===== src/rtl/misc_v_pkg.sv =====
// Shared definitions for the MISC-V pipeline control blocks.
//   FWD_RF / FWD_MEM / FWD_WB : EX operand source selects
//   load_st_t                 : load-use stall FSM states
//   flush_st_t                : redirect flush sequencer states
package misc_v_pkg;

    localparam logic [1:0] FWD_RF  = 2'b00;
    localparam logic [1:0] FWD_MEM = 2'b01;
    localparam logic [1:0] FWD_WB  = 2'b10;

    typedef enum logic {
        L_IDLE = 1'b0,
        L_WAIT = 1'b1
    } load_st_t;

    typedef enum logic {
        F_IDLE  = 1'b0,
        F_FLUSH = 1'b1
    } flush_st_t;

endpackage


===== src/rtl/hazard_fwd_sel.sv =====
// Forwarding select for one EX operand.
//   ex_rs          : EX-stage source register of this operand
//   rd_mem, we_mem : MEM-stage destination and write enable
//   rd_wb, we_wb   : WB-stage destination and write enable
//   fwd            : FWD_MEM / FWD_WB / FWD_RF (MEM wins over WB)
module hazard_fwd_sel
    import misc_v_pkg::*;
#(
    parameter int REG_AW   = 2,
    parameter int ZERO_REG = 1
) (
    input  logic [REG_AW-1:0] ex_rs,
    input  logic [REG_AW-1:0] rd_mem,
    input  logic              we_mem,
    input  logic [REG_AW-1:0] rd_wb,
    input  logic              we_wb,
    output logic [1:0]        fwd
);

    // A write to the hardwired zero register never produces a value to forward.
    function automatic logic reg_match(logic [REG_AW-1:0] x, logic [REG_AW-1:0] y);
        return (x == y) && !((ZERO_REG != 0) && (y == {REG_AW{1'b0}}));
    endfunction

    // Priority mux: the younger MEM result shadows the older WB result.
    always_comb begin
        fwd = FWD_RF;
        if (we_mem && reg_match(ex_rs, rd_mem)) begin
            fwd = FWD_MEM;
        end else if (we_wb && reg_match(ex_rs, rd_wb)) begin
            fwd = FWD_WB;
        end else begin
            fwd = FWD_RF;
        end
    end

endmodule


===== src/rtl/hazard_ctrl.sv =====
// Hazard unit for the in-order MISC-V pipeline.
//   Inputs : ID-stage sources (id_valid, rs1/rs2, rs*_used), EX sources
//            (ex_rs1/ex_rs2), EX/MEM/WB destinations and write enables,
//            mem_read (EX is a load), mem_busy, redirect (taken branch pulse).
//   Outputs: stall (hold PC + IF/ID, bubble EX), flush (squash IF/ID, ID/EX),
//            fwd_a / fwd_b (EX operand selects), stall_count (saturating).
// Load-use stalls stretch to LOAD_LAT cycles through a small wait FSM; each
// redirect keeps flush high for FLUSH_CYCLES cycles. Flush overrides stall.
module hazard_ctrl
    import misc_v_pkg::*;
#(
    parameter int REG_AW       = 2,
    parameter int LOAD_LAT     = 1,
    parameter int FLUSH_CYCLES = 2,
    parameter int ZERO_REG     = 1,
    parameter int CNT_W        = 16
) (
    input  logic              clk,
    input  logic              rst_n,
    input  logic              id_valid,
    input  logic [REG_AW-1:0] rs1,
    input  logic [REG_AW-1:0] rs2,
    input  logic              rs1_used,
    input  logic              rs2_used,
    input  logic [REG_AW-1:0] ex_rs1,
    input  logic [REG_AW-1:0] ex_rs2,
    input  logic [REG_AW-1:0] rdEX,
    input  logic              write_enable_ex,
    input  logic              mem_read,
    input  logic [REG_AW-1:0] rdMEM,
    input  logic              write_enable_mem,
    input  logic [REG_AW-1:0] rdWB,
    input  logic              write_enable_wb,
    input  logic              mem_busy,
    input  logic              redirect,
    output logic              stall,
    output logic              flush,
    output logic [1:0]        fwd_a,
    output logic [1:0]        fwd_b,
    output logic [CNT_W-1:0]  stall_count
);

    // The first stall cycle comes from the combinational detect, so the wait
    // FSM only covers the remaining LOAD_LAT-1 cycles (likewise for flush).
    localparam logic [2:0] LCNT_INIT   = 3'(LOAD_LAT - 1);
    localparam logic [2:0] FCNT_INIT   = 3'(FLUSH_CYCLES - 1);
    localparam bit         LOAD_MULTI  = (LOAD_LAT > 1);
    localparam bit         FLUSH_MULTI = (FLUSH_CYCLES > 1);

    load_st_t         load_st_r, load_st_nxt_s;
    flush_st_t        flush_st_r, flush_st_nxt_s;
    logic [2:0]       lcnt_r, lcnt_nxt_s;
    logic [2:0]       fcnt_r, fcnt_nxt_s;
    logic [CNT_W-1:0] stall_count_r;
    logic             lu_s, flush_s, stall_s;
    logic [1:0]       fwd_a_s, fwd_b_s;

    function automatic logic reg_match(logic [REG_AW-1:0] x, logic [REG_AW-1:0] y);
        return (x == y) && !((ZERO_REG != 0) && (y == {REG_AW{1'b0}}));
    endfunction

    assign lu_s = id_valid && mem_read && write_enable_ex &&
                  ((rs1_used && reg_match(rs1, rdEX)) || (rs2_used && reg_match(rs2, rdEX)));

    // Outputs are forced quiet while reset is held, even with live inputs.
    assign flush_s = rst_n && (redirect || (flush_st_r == F_FLUSH));
    assign stall_s = rst_n && !flush_s && (lu_s || (load_st_r == L_WAIT) || mem_busy);

    assign flush       = flush_s;
    assign stall       = stall_s;
    assign fwd_a       = rst_n ? fwd_a_s : FWD_RF;
    assign fwd_b       = rst_n ? fwd_b_s : FWD_RF;
    assign stall_count = stall_count_r;

    hazard_fwd_sel #(.REG_AW(REG_AW), .ZERO_REG(ZERO_REG)) u_fwd_a (
        .ex_rs  (ex_rs1),
        .rd_mem (rdMEM),
        .we_mem (write_enable_mem),
        .rd_wb  (rdWB),
        .we_wb  (write_enable_wb),
        .fwd    (fwd_a_s)
    );

    hazard_fwd_sel #(.REG_AW(REG_AW), .ZERO_REG(ZERO_REG)) u_fwd_b (
        .ex_rs  (ex_rs2),
        .rd_mem (rdMEM),
        .we_mem (write_enable_mem),
        .rd_wb  (rdWB),
        .we_wb  (write_enable_wb),
        .fwd    (fwd_b_s)
    );

    // Load-wait next state: entry only on an unfrozen, unflushed load-use;
    // aging pauses while memory is busy; a flush squashes the waiter.
    always_comb begin
        load_st_nxt_s = load_st_r;
        lcnt_nxt_s    = lcnt_r;
        case (load_st_r)
            L_IDLE: begin
                if (LOAD_MULTI && lu_s && !flush_s && !mem_busy) begin
                    load_st_nxt_s = L_WAIT;
                    lcnt_nxt_s    = LCNT_INIT;
                end else begin
                    load_st_nxt_s = L_IDLE;
                    lcnt_nxt_s    = 3'd0;
                end
            end
            L_WAIT: begin
                if (flush_s) begin
                    load_st_nxt_s = L_IDLE;
                    lcnt_nxt_s    = 3'd0;
                end else if (mem_busy) begin
                    load_st_nxt_s = L_WAIT;
                    lcnt_nxt_s    = lcnt_r;
                end else if (lcnt_r <= 3'd1) begin
                    load_st_nxt_s = L_IDLE;
                    lcnt_nxt_s    = 3'd0;
                end else begin
                    load_st_nxt_s = L_WAIT;
                    lcnt_nxt_s    = lcnt_r - 3'd1;
                end
            end
            default: begin
                load_st_nxt_s = L_IDLE;
                lcnt_nxt_s    = 3'd0;
            end
        endcase
    end

    // Flush sequencer next state: any redirect (re)starts the countdown.
    always_comb begin
        flush_st_nxt_s = flush_st_r;
        fcnt_nxt_s     = fcnt_r;
        case (flush_st_r)
            F_IDLE: begin
                if (FLUSH_MULTI && redirect) begin
                    flush_st_nxt_s = F_FLUSH;
                    fcnt_nxt_s     = FCNT_INIT;
                end else begin
                    flush_st_nxt_s = F_IDLE;
                    fcnt_nxt_s     = 3'd0;
                end
            end
            F_FLUSH: begin
                if (redirect) begin
                    flush_st_nxt_s = F_FLUSH;
                    fcnt_nxt_s     = FCNT_INIT;
                end else if (fcnt_r <= 3'd1) begin
                    flush_st_nxt_s = F_IDLE;
                    fcnt_nxt_s     = 3'd0;
                end else begin
                    flush_st_nxt_s = F_FLUSH;
                    fcnt_nxt_s     = fcnt_r - 3'd1;
                end
            end
            default: begin
                flush_st_nxt_s = F_IDLE;
                fcnt_nxt_s     = 3'd0;
            end
        endcase
    end

    // State registers for both FSMs.
    always_ff @(posedge clk or negedge rst_n) begin
        if (!rst_n) begin
            load_st_r  <= L_IDLE;
            lcnt_r     <= 3'd0;
            flush_st_r <= F_IDLE;
            fcnt_r     <= 3'd0;
        end else begin
            load_st_r  <= load_st_nxt_s;
            lcnt_r     <= lcnt_nxt_s;
            flush_st_r <= flush_st_nxt_s;
            fcnt_r     <= fcnt_nxt_s;
        end
    end

    // Stall-cycle performance counter, sticks at all-ones.
    always_ff @(posedge clk or negedge rst_n) begin
        if (!rst_n) begin
            stall_count_r <= {CNT_W{1'b0}};
        end else if (stall_s && (stall_count_r != {CNT_W{1'b1}})) begin
            stall_count_r <= stall_count_r + CNT_W'(1);
        end else begin
            stall_count_r <= stall_count_r;
        end
    end

endmodule


===== config.mk =====
export PLATFORM = sky130hd
export DESIGN_NAME = hazard_ctrl
export DESIGN_NICKNAME = d
export VERILOG_FILES = /design/src/rtl/misc_v_pkg.sv /design/src/rtl/hazard_fwd_sel.sv /design/src/rtl/hazard_ctrl.sv
export SDC_FILE = /design/constraint.sdc
export NUM_CORES = 1
export LEC_CHECK = 0
export CAP_MARGIN = 20
export CORE_MARGIN = 2
export CORE_UTILIZATION = 37
export CTS_CLUSTER_DIAMETER = 80
export DETAILED_ROUTE_END_ITERATION = 10
export PLACE_DENSITY_LB_ADDON = 0.15
export SYNTH_ARGS = -nofsm -noshare
export SYNTH_HDL_FRONTEND = slang
export SYNTH_SLANG_ARGS = --single-unit
export TNS_END_PERCENT = 100

===== constraint.sdc =====
create_clock -name clk -period 2.4 [get_ports clk]
set_input_delay 0.36 -clock clk [delete_from_list [all_inputs] [get_ports clk]]
set_output_delay 0.36 -clock clk [all_outputs]
set_load 0.1 [all_outputs]

=== Yosys cells after proc, flatten, opt, wreduce, memory -nomap -nowiden ===
Index checks and enable logic that the tools add are counted.

* Eq/ne operators: 8
* Order comparisons: 2
* $add $sub $neg: 3
* Reductions and logical operators: 30
* Mux-type cells: 22
* Bitwise gates (word level): 2

{| class="wikitable"
|+ Operators with widths
! operator !! count
|-
| logical AND 1 bit || 19
|-
| adder 16 x 1 -> 16 bit (second input constant) || 1
|-
| inequality test 16 bit (second input constant) || 1
|-
| 2-to-1 mux 3 bit || 5
|-
| == test 2 bit || 6
|-
| 2-to-1 mux 2 bit || 6
|-
| case mux 3 bit (2 select lines) || 2
|-
| 2-to-1 mux 1 bit || 7
|-
| less-or-equal comparator 3 x 1 -> 1 bit (second input constant) || 2
|-
| logical NOT 2 bit || 3
|-
| subtractor 3 x 1 -> 3 bit (second input constant) || 2
|-
| logical NOT 1 bit || 4
|-
| logical OR 1 bit || 4
|-
| case mux 1 bit (2 select lines) || 2
|-
| inequality test 3 x 2 -> 1 bit (second input constant) || 1
|-
| inverter 1 bit || 2
|}

* Input port bits: 25
* Flip-flop bits (word level): 24
* Output and inout bits: 22
* Word-level logic and storage cells: 72

=== Longest topological paths before layout ===
* Word-level depth: 10
* Gate-level depth with buffers: 7
* Gate-level depth less buffers: 7

=== Modules after synthesis ===
Synthesis repeated with hierarchy kept, for this count alone.

* Cells, all modules: 149
* Area total of the unflattened synthesis: 1482.7 um^2

{| class="wikitable"
|+ By module, submodules not included
! module !! area each (um^2) !! instances !! cells an instance
|-
| hazard_ctrl || 1345.0 || 1 || 131
|-
| hazard_fwd_sel || 68.8 || 2 || 9
|}

=== Worst setup path before layout ===
No wires, ideal clock.

* Path kind: input port to output port
* Start point: input port ex_rs1[1]
* End point: output port fwd_a[1]
* Stages: 4
* Buffers on the path: 0
* Data required time: 2.040 ns
* Arrival time: 2.994 ns
* Path slack: -0.954 ns
* Cell sequence: xnor2_1 a32oi_1 nor2_1 a211oi_1

* Cells in the longest elaborated chain, start to end: 6
* Elaborated cells on any way between the ends: 9
* Classes of those cells: eq/ne: 2; mux: 3; reduce/logical: 4

{| class="wikitable"
|+ RTL lines
! item !! line !! text
|-
| start: declaration || hazard_ctrl.sv:25 || <nowiki>input logic [REG_AW-1:0] ex_rs1,</nowiki>
|-
| == test 2 bit || hazard_fwd_sel.sv:22 || <nowiki>return (x == y) && !((ZERO_REG != 0) && (y == {REG_AW{1'b0}}));</nowiki>
|-
| logical AND 1 bit || hazard_fwd_sel.sv:22 ||
|-
| logical AND 1 bit || hazard_fwd_sel.sv:30 || <nowiki>end else if (we_wb && reg_match(ex_rs, rd_wb)) begin</nowiki>
|-
| 2-to-1 mux 2 bit || hazard_fwd_sel.sv:30 ||
|-
| 2-to-1 mux 2 bit (*) || hazard_fwd_sel.sv:28 || <nowiki>if (we_mem && reg_match(ex_rs, rd_mem)) begin</nowiki>
|-
| 2-to-1 mux 2 bit (*) || hazard_ctrl.sv:71 || <nowiki>assign fwd_a = rst_n ? fwd_a_s : FWD_RF;</nowiki>
|-
| end: declaration || hazard_ctrl.sv:38 || <nowiki>output logic [1:0] fwd_a,</nowiki>
|}

Every way passes the cells marked *; elsewhere a longest branch is shown, timed or not.

=== Final worst setup path ===
* Start point: input port rdEX[0]
* End point: output port stall

* Cells in the longest elaborated chain, start to end: 9
* Elaborated cells on any way between the ends: 13
* Classes of those cells: eq/ne: 2; reduce/logical: 11

{| class="wikitable"
|+ RTL lines
! item !! line !! text
|-
| start: declaration || hazard_ctrl.sv:27 || <nowiki>input logic [REG_AW-1:0] rdEX,</nowiki>
|-
| logical NOT 2 bit || hazard_ctrl.sv:59 || <nowiki>return (x == y) && !((ZERO_REG != 0) && (y == {REG_AW{1'b0}}));</nowiki>
|-
| logical NOT 1 bit || hazard_ctrl.sv:59 ||
|-
| logical AND 1 bit || hazard_ctrl.sv:59 ||
|-
| logical AND 1 bit || hazard_ctrl.sv:63 || <nowiki>((rs1_used && reg_match(rs1, rdEX)) || (rs2_used && reg_match(rs2, rdEX)));</nowiki>
|-
| logical OR 1 bit (*) || hazard_ctrl.sv:63 ||
|-
| logical AND 1 bit (*) || hazard_ctrl.sv:62 || <nowiki>assign lu_s = id_valid && mem_read && write_enable_ex &&</nowiki>
|-
| logical OR 1 bit (*) (2 in series) || hazard_ctrl.sv:67 || <nowiki>assign stall_s = rst_n && !flush_s && (lu_s || (load_st_r == L_WAIT) || mem_busy);</nowiki>
|-
| logical AND 1 bit (*) || hazard_ctrl.sv:67 ||
|-
| end: declaration || hazard_ctrl.sv:36 || <nowiki>output logic stall,</nowiki>
|}

Marked as above.

==> flow_metrics.env <==
export IMPL_synth_common_cells="dfrtp_1, xnor2_1, nor2_1"
export IMPL_endpoint_kind="primary output"
export IMPL_reg2regPathDepth=6
export IMPL_fin_crit_sh=0.915
export IMPL_tightestPinTransition_ns=0.385
export IMPL_required_ns=2.04
export IMPL_p_per_area_nw_per_um2=591
export IMPL_antenna_found_initial=0
export IMPL_drive_gt1_frac=0.190
export IMPL_fmax_ghz=0.455
export IMPL_antenna_cells=0
export IMPL_timing_slew_headroom=0.741
export IMPL_grt_max_degree=21
export IMPL_syn_to_final_growth_pct=45.2
export IMPL_cp_max_fo=3
export IMPL_io_pins=47
export IMPL_cts_buffers=3
export IMPL_h_tree_depth=1
export IMPL_core_um2=3610
export IMPL_layout_min_cycle_time_ns=2.20
export IMPL_dr_pass1_iters=4
export IMPL_async_flop_share=1.00
export IMPL_critPathTopFamily="buffers and inverters"
export IMPL_maxCapViolCount=0
export IMPL_first_iter_violations=68
export IMPL_slew_viol_final=0
export IMPL_final_core_util=0.551
export IMPL_io_buffers=46
export IMPL_dieWidth_um=64.8
export IMPL_ys_seq_area_frac=0.439
export IMPL_cts_sinks=24
export IMPL_cp_slowest_cell="clkdlybuf4s50_1"
export IMPL_wl_per_cell_um=12.2
export IMPL_yosysMostFrequentCell="dfrtp_1"
export IMPL_drc_errors=0
export IMPL_crit_path_cell_trace="clkdlybuf4s50_1 > xnor2_1 > and3_1 > o221ai_2 > a21oi_2 > buf_12"
export IMPL_die_h_um=64.8
export IMPL_grt_util_all_layers=0.151
export IMPL_avgSynthCellArea_um2=9.98
export IMPL_p_leak_nw=0.838
export IMPL_clockRootBuffer="clkbuf_8"
export IMPL_cp_num_buf_inv=2
export IMPL_dpl_cell_area_um2=1930
export IMPL_synthCells=137
export IMPL_rows=22
export IMPL_arrival_ns=1.84
export IMPL_gr_total_overflow=0
export IMPL_ant_nets=0
export IMPL_nets=220
export IMPL_cp_num_cells=6
export IMPL_cts_tree="built"
export IMPL_synth_edf_count=0
export IMPL_ys_types=29
export IMPL_cp_startpoint="rdEX[0]"
export IMPL_grt_pass1_vias=1167
export IMPL_syn_area_um2=1370
export IMPL_cts_resized=0
export IMPL_dpl_hpwl_um=2330
export IMPL_reg2reg_to="stall_count[1]"
export IMPL_power_mw=1.17
export IMPL_r2r_start="stall_count[0]"
export IMPL_cpPeakStageDelay_ns=0.54
export IMPL_yosys_area_top_type_share=0.439
export IMPL_crit_end="stall"
export IMPL_gp_congestion=0.711
export IMPL_drt_wl_total_um=2900
export IMPL_ys_flop_type="dfrtp_1"
export IMPL_criticalPathCategory="in -> out"
export IMPL_ys_top_cells_by_area="dfrtp_1, xnor2_1, ha_1"
export IMPL_regArea_um2=603
export IMPL_hold_violations=0
export IMPL_dp_cells=233
export IMPL_dieArea_um2=4200
export IMPL_multiInputGateArea_um2=742
export IMPL_fin_setup_tns_ns=0
export IMPL_cts_path_max_buffers=2
export IMPL_clk_pin_slew_worst_paths_ns=0.08
export IMPL_finalSetupViolations=0
export IMPL_post_drt_via_cell_ratio=5.09
export IMPL_post_cts_buffers=0
export IMPL_rsz0062_at_grt="no"
export IMPL_ir_worst_vdd_v=0.000431
export IMPL_vias=1206
export IMPL_start_kind="input pin"
export IMPL_ctsHoldBuffers=0
export IMPL_skew_ns=0.00424
export IMPL_worstHoldPathType="in -> async"
export IMPL_synth_nets=167
export IMPL_ys_ff_latch=24
export IMPL_final_cell_count_no_fill=237
export IMPL_ys_warn_count=0
export IMPL_design_area_um2=1990
export IMPL_grt_pass1_wl_um=5050
export IMPL_status="finished, final reports clean"
export IMPL_initial_core_util=0.379
export IMPL_synth_top_cell_by_area="dfrtp_1"
export IMPL_fill_cells=334
export IMPL_regToRegSetupSlack_ns=0.42
export IMPL_clk_insertion_delay_late_ns=0.26
[cells by family (layout without fill, tap and decap cells)]
family / after synthesis / after routing / synth area share
and+or+nand+nor: 60 / 60 / 0.242
DFF: 24 / 24 / 0.439
xor gates and xnor gates: 23 / 23 / 0.147
AOI/OAI and AO/OA: 17 / 17 / 0.0924
buffers and inverters: 7 / 59 / 0.0247
adders and majority gates: 5 / 5 / 0.0457
muxes: 1 / 1 / 0.00823
[worst min path at each step]
stage,slack [ns],cells past startpoint,end
finish,0.36,1,fcnt_r[2]
floorplan,0.06,0,fcnt_r[0]
global placement,0.47,1,fcnt_r[0]
CTS,0.37,1,fcnt_r[1]
global route,0.37,1,fcnt_r[2]
detailed placement,0.49,1,fcnt_r[0]
[registers in the layout, indices dropped and copies added (netlist names)]
signal and flops:
load_st_r 1, lcnt_r 3, flush_st_r 1, stall_count 16
fcnt_r 3
[metal layers]
metal,routed length (um),part of all wire,global-route usage,vias to the layer above
met5,0,0,0,-
met3,176,0.061,0.0382,4
met4,44,0.015,0.0426,0
met2,1410,0.49,0.268,39
li1,-,-,-,589
met1,1270,0.44,0.181,574
[through the flow]
| stage | worst slack, ns | hold slack (ns) |
|---|---|---|
| after floorplan | 0.00392 | 0.0644 |
| after global placement | 0.212 | 0.471 |
| after detailed placement | 0.121 | 0.486 |
| after CTS | 0.190 | 0.368 |
| after global routing | 0.129 | 0.368 |
| final | 0.203 | 0.358 |
[cell usage in the layout, fill, tap and decap left out]
cell type        synthesis  layout
clkdlybuf4s50_1          0      24
o21ai_0                  1       1
nor3_1                   6       6
ha_1                     5       5
a31oi_1                  2       2
mux2_1                   1       1
o21bai_1                 1       1
o221ai_2                 1       1
dfrtp_1                 24      22
a211oi_2                 0       1
nor4bb_1                 1       1
xnor2_1                 22      22
inv_1                    6       6
nand3b_1                 2       2
dfrtp_2                  0       2
clkbuf_8                 0       4
and3_1                   8       8
xor2_1                   1       1
nor2b_1                  3       3
and4_1                   2       2
a21oi_2                  0       1
nand4_1                  9       9
nand2b_1                 3       3
a211oi_4                 1       1
buf_4                    0      19
nor4b_2                  1       1
nand2_1                  9       9
a21boi_1                 1       1
o21a_1                   1       1
nor2_1                  11      11
buf_12                   0       6
a32oi_1                  1       1
nand3_1                  5       5
a21oi_1                  7       6
[layout make-up]
cell class	instances	area share
Tap cell	48	0.0302
Multi-Input combinational cell	106	0.374
Clock buffer	4	0.0277
Timing Repair Buffer	49	0.253
Sequential cell	24	0.304
Inverter	6	0.0113
[where the power goes]
group / switching (mW) / internal [mW] / leakage, nW
Sequential: 0.0362 / 0.438 / 0.323
Clock: 0.120 / 0.146 / 0.0288
Combinational: 0.303 / 0.130 / 0.487
Note: power is estimated with default switching activity, not from simulation.
